**config.mk**
```make
export PLATFORM = sky130hd
export DESIGN_NAME = task_answer_framer
export DESIGN_NICKNAME = d
export VERILOG_FILES = /design/src/rtl/task_answer_framer.sv
export SDC_FILE = /design/constraint.sdc
export NUM_CORES = 1
export LEC_CHECK = 0
export BUFFER_PORTS_ARGS = -buffer_cell sky130_fd_sc_hd__buf_2
export CORE_AREA = 2 2 74 76
export DETAILED_ROUTE_END_ITERATION = 7
export DIE_AREA = 0 0 76 78
export PLACE_DENSITY = 0.76
export SLEW_MARGIN = 20
export SYNTH_ARGS = -nofsm -noshare
export SYNTH_HDL_FRONTEND = slang
export SYNTH_SLANG_ARGS = --single-unit
```
**constraint.sdc**
```tcl
create_clock -name i_clk -period 3.6 [get_ports i_clk]
set_clock_uncertainty 0.05 [all_clocks]
set_input_delay 0.18 -clock i_clk [delete_from_list [all_inputs] [get_ports i_clk]]
set_output_delay 0.18 -clock i_clk [all_outputs]
set_load 0.01 [all_outputs]
```
**src/rtl/task_answer_framer.sv**
```systemverilog
// Wraps a task's payload in a frame: SYNC, TASK_ID, length (2 bytes), payload, XOR checksum.
// Payload bytes are pulled one at a time from an upstream FIFO with a one-cycle read latency.
module task_answer_framer #(
  parameter logic [7:0] TASK_ID   = 8'h03,
  parameter logic [7:0] SYNC_BYTE = 8'hA5
) (
  input  logic        i_clk,
  input  logic        i_rst_n,
  input  logic        i_tanswer_ready,
  input  logic [7:0]  i_tdata,
  input  logic        i_tanswer_data_last,
  input  logic [11:0] i_packet_size_in_bytes,
  output logic        o_tmanager_ready,
  output logic [7:0]  o_tx_data,
  output logic        o_tx_valid,
  input  logic        i_tx_ready,
  output logic        o_tx_last,
  output logic        o_busy,
  output logic        o_frame_done,
  output logic        o_len_err
);

  typedef enum logic [3:0] {
    S_IDLE, S_SYNC, S_ID, S_LEN_H, S_LEN_L,
    S_PAYLOAD, S_ADVANCE, S_SETTLE, S_CKSUM
  } state_t;

  state_t      state_q;
  logic [11:0] len_q;
  logic [11:0] cnt_q;
  logic [7:0]  cks_q;
  logic        done_q;
  logic        len_err_q;
  logic        hs;
  logic        cnt_hits_len;

  // Outputs decode straight from state so that an asynchronous reset clears them at once.
  always_comb begin
    o_tx_valid = 1'b0;
    o_tx_data  = 8'h00;
    o_tx_last  = 1'b0;
    case (state_q)
      S_SYNC:    begin o_tx_valid = 1'b1; o_tx_data = SYNC_BYTE;            end
      S_ID:      begin o_tx_valid = 1'b1; o_tx_data = TASK_ID;              end
      S_LEN_H:   begin o_tx_valid = 1'b1; o_tx_data = {4'h0, len_q[11:8]};  end
      S_LEN_L:   begin o_tx_valid = 1'b1; o_tx_data = len_q[7:0];           end
      S_PAYLOAD: begin o_tx_valid = 1'b1; o_tx_data = i_tdata;              end
      S_CKSUM:   begin o_tx_valid = 1'b1; o_tx_data = cks_q; o_tx_last = 1'b1; end
      default:   ;
    endcase
  end

  assign hs               = o_tx_valid & i_tx_ready;
  assign cnt_hits_len     = ((cnt_q + 12'd1) == len_q);
  assign o_tmanager_ready = (state_q == S_ADVANCE);
  assign o_busy           = (state_q != S_IDLE);
  assign o_frame_done     = done_q;
  assign o_len_err        = len_err_q;

  always_ff @(posedge i_clk or negedge i_rst_n) begin
    if (!i_rst_n) begin
      state_q   <= S_IDLE;
      len_q     <= 12'h000;
      cnt_q     <= 12'h000;
      cks_q     <= 8'h00;
      done_q    <= 1'b0;
      len_err_q <= 1'b0;
    end else begin
      done_q    <= 1'b0;
      len_err_q <= 1'b0;
      case (state_q)
        S_IDLE: if (i_tanswer_ready) begin
          len_q   <= i_packet_size_in_bytes;
          cnt_q   <= 12'h000;
          cks_q   <= 8'h00;
          state_q <= S_SYNC;
        end
        // SYNC is excluded from the checksum; every later byte is folded in on acceptance.
        S_SYNC:  if (hs) state_q <= S_ID;
        S_ID:    if (hs) begin cks_q <= cks_q ^ o_tx_data; state_q <= S_LEN_H; end
        S_LEN_H: if (hs) begin cks_q <= cks_q ^ o_tx_data; state_q <= S_LEN_L; end
        S_LEN_L: if (hs) begin
          cks_q   <= cks_q ^ o_tx_data;
          state_q <= (len_q != 12'h000) ? S_PAYLOAD : S_CKSUM;
        end
        S_PAYLOAD: if (hs) begin
          cks_q     <= cks_q ^ i_tdata;
          cnt_q     <= cnt_q + 12'd1;
          len_err_q <= (i_tanswer_data_last ^ cnt_hits_len);
          state_q   <= S_ADVANCE;
        end
        S_ADVANCE: state_q <= S_SETTLE;
        S_SETTLE:  state_q <= (cnt_q < len_q) ? S_PAYLOAD : S_CKSUM;
        S_CKSUM: if (hs) begin
          done_q  <= 1'b1;
          state_q <= S_IDLE;
        end
        default: state_q <= S_IDLE;
      endcase
    end
  end

endmodule

```
==> metrics.md <==
| Metric | Value |
|---|---|
| Status | `finished, final reports clean` |
| MaxCap Viol Count | `0` |
| Post-route ant nets | `0` |
| CTS Root Cell | `clkbuf_8` |
| Slew Limit Fails | `0` |
| Top cell family by delay on the critical path | `flip-flops` |
| DIE AREA | `0.00593 sq mm` |
| Worst vdd ir | `about 480 uV` |
| Inserted Clock Buffers | `5` |
| Main combinational cell family by area after synthesis | `compound AO/OA/AOI/OAI gates` |
| Minimum hold slack | `roughly 60 ps` |
| DRT Wirelength | `roughly 6.8 mm` |
| Ratio of cells with drive above 1 in the final layout | `18.5%` |
| Clk_lat worst skew | `290 ps` |
| Post-route minimum period | `~2600 ps` |
| Synth Area in Compound Gates | `roughly a quarter` |
| Relative slew slack | `roughly 44%` |
| Final setup violating endpoints | `0` |
| Final core occ | `between 60% and 70%` |
| Final-layout fill cell count | `between 400 and 500` |
| Sequential-to-total area share from yosys stat | `between 30% and 40%` |
| Post-synth EDFFs | `0` |
| Synth cell types | `55` |
| Setup crit end kind | `output pin` |
| GR Overflow Total | `0` |
| Final WS setup | `between 1000 and 1500 ps` |
| Area occupied by multi-input gates | `roughly 0.0016 sq mm` |
| Critical path class | `reg2out` |
| Post-Synthesis Cells | `between 300 and 400` |
| CTS Hold Buffers Added | `1` |
| Number of global-route vias before repair | `between 2000 and 2500` |
| Initial antenna violation count | `0` |
| Largest net degree at the start of global routing | `39` |
| ANT cells | `0` |
| Leading area contributor after synthesis | `dfrtp_1` |
| Pleak | `1.35 nW` |
| DP Wirelength | `slightly below 5 mm` |
| GRT Overall Usage | `between 20% and 30%` |
| Flops & latches, synth | `38` |
| Crit path arrival time | `between 2000 and 2500 ps` |
| P&R area growth vs syn | `10.8%` |
| Hold Crit Class | `in2reg` |
| CTS tree | `done` |
| Pre-CTS WS | `around 1300 ps` |
| Crit Path Max Fanout | `19` |
| GPL Wtd Cong | `between 0.8 and 0.9` |
| First-pass GRT wire length | `11.7 mm` |
| Fmax | `between 300 and 400 MHz` |
| Vias per cell | `6.11` |
| Syn_nets | `360` |
| CTS resizes | `0` |
| Core footprint | `~0.0050 sq mm` |
| Worst Path Required | `3370 ps` |
| Final hold vios | `0` |
| Tcrit/Tclk final | `a little under three quarters` |
| Ys async rst share | `100%` |
| DRT iter0 DRCs | `301` |
| CTS H-tree lvls | `2` |
| Clock sink count | `38` |
| Mapped Area | `between 0.002 and 0.003 sq mm` |
| Primary FF master, synth | `dfrtp_1` |
| Register area | `~950 sq um` |
| RSZ-0062 raised after global routing | `false` |
| # port buffers | `38` |
| Adder-cell share of the synthesized area | `under 10%` |
| DIE HEIGHT | `78 um` |
| Crit-path slowest cell | `dfrtp_1` |
| Yosys Warn Count | `0` |
| Die X | `between 70 and 80 um` |
| Post-CTS Setup Repair Bufs | `0` |
| Setup tns final | `0 ps` |
| Crit-path max cell delay | `around 700 ps` |
| Avg Synthesized Cell Area | `approximately 8.6 sq um` |
| WP buf/inv | `1` |
| Xor and xnor area share after synthesis | `around 4.5%` |
| CP Cell Sequence | `nor2b_1, a22o_1, a22oi_1, o21ai_0, buf_2` |
| Via count | `2572` |
| IO Count | `39` |
| Final net count | `about 390` |
| Simple logic cell fraction of the synthesized area | `between 10% and 20%` |
| Total power | `between 2 and 2.5 mW` |
| Top-area cell type share of the netlist area | `about 34%` |
| Largest cells by area after synthesis | `dfrtp_1 34%, o21ai_0 6.7%, ha_1 5.9%` |
| CP Launch Type | `flop` |
| Mean routed wirelength per cell | `between 15 and 20 um` |
| Initial Utilization | `between 50% and 60%` |
| Worst-margin pin slew | `between 800 and 900 ps` |
| Power Density | `717 mW/mm^2` |
| Clock transition at path regs | `approximately 70 ps` |
| Core Rows | `26` |
| First-pass iteration count of the detailed router | `5` |
| DR DRC count | `0` |
| Clock Tree Buf Depth | `2` |
| Mux cell area share after synthesis | `under 10%` |
| Synth top cells by count | `38 x dfrtp_1, 37 x o21ai_0, 25 x inv_1` |
| Top-count cell post-synth | `dfrtp_1` |
state kept, by name, summed over array words and instances, names as in the netlist:
register	flops
cks_q	8
cnt_q	12
len_q	12
o_frame_done	1
o_len_err	1
state_q	4
stage by stage:
stage               std cells  area (sq um)
global placement          412          2970
CTS                       421          3070
detailed placement        412          2970
floorplan                 322          2770
global route              421          3070
finish                    421          3070
worst reg2reg max path, stage by stage, from the launching register on:
cell     delay, ps
dfrtp_1        420
ha_1           290
nand3_1        210
nor3_2         300
nand4_1        140
a211o_1        330
or4_1          400
a21oi_1        170
worst paths after layout:
kind / startpoint / endpoint / slack (ps) / cells after the start
min in group asynchronous: i_rst_n / len_q[1] / 480 / 2
setup / recovery: state_q[2] / o_tx_data[1] / 1040 / 5
setup reg to reg: cnt_q[0] / o_len_err / 1200 / 7
max in group asynchronous: i_rst_n / len_q[8] / 2500 / 2
hold reg to reg: cks_q[6] / cks_q[6] / 440 / 1
hold / removal: i_packet_size_in_bytes[1] / len_q[1] / 60 / 2
cells by family after synthesis:
group           Yosys count
compound gates          102
xor+xnor                 12
fa+ha+maj                13
buf+inv                  43
flops                    38
mux                      15
simple gates             99
layout by cell type (no fill, tap or decap), drive strengths merged, types with 3 or more instances in the layout:
cell	n
ha	13
nand4	8
nand2b	3
nand3	6
clkbuf	7
o31ai	5
nand2	21
nor2b	10
o21a	4
inv	25
and3	7
a22o	7
a21oi	14
nor3	3
a22oi	4
buf	38
o311ai	3
a31oi	6
o21ai	38
dfrtp	38
nor2	23
nor4	5
xnor2	9
mux2	13
a32oi	3
o22ai	3
xor2	3
metal layers:
metal | global-route usage, % | up-vias | wire length (um)
li1 | - | 1238 | -
met1 | 34.0 | 1218 | 3150
met2 | 37.7 | 104 | 3110
met3 | 4.30 | 12 | 426
met4 | 10.2 | 0 | 110
met5 | 0 | - | 0
power breakdown:
group / internal (mW) / switching (mW)
Sequential: 0.561 / 0.272
Combinational: 0.491 / 0.570
Clock: 0.155 / 0.150
cell type report:
cell class                      instances  share of cell area, %
Tap cell                               70                   2.86
Multi-Input combinational cell        241                   53.6
Clock inverter                          1                  0.163
Inverter                               25                   3.06
Timing Repair Buffer                   39                   6.53
Sequential cell                        38                   31.0
Clock buffer                            7                   2.82
Power figures use the tool's default switching activity.
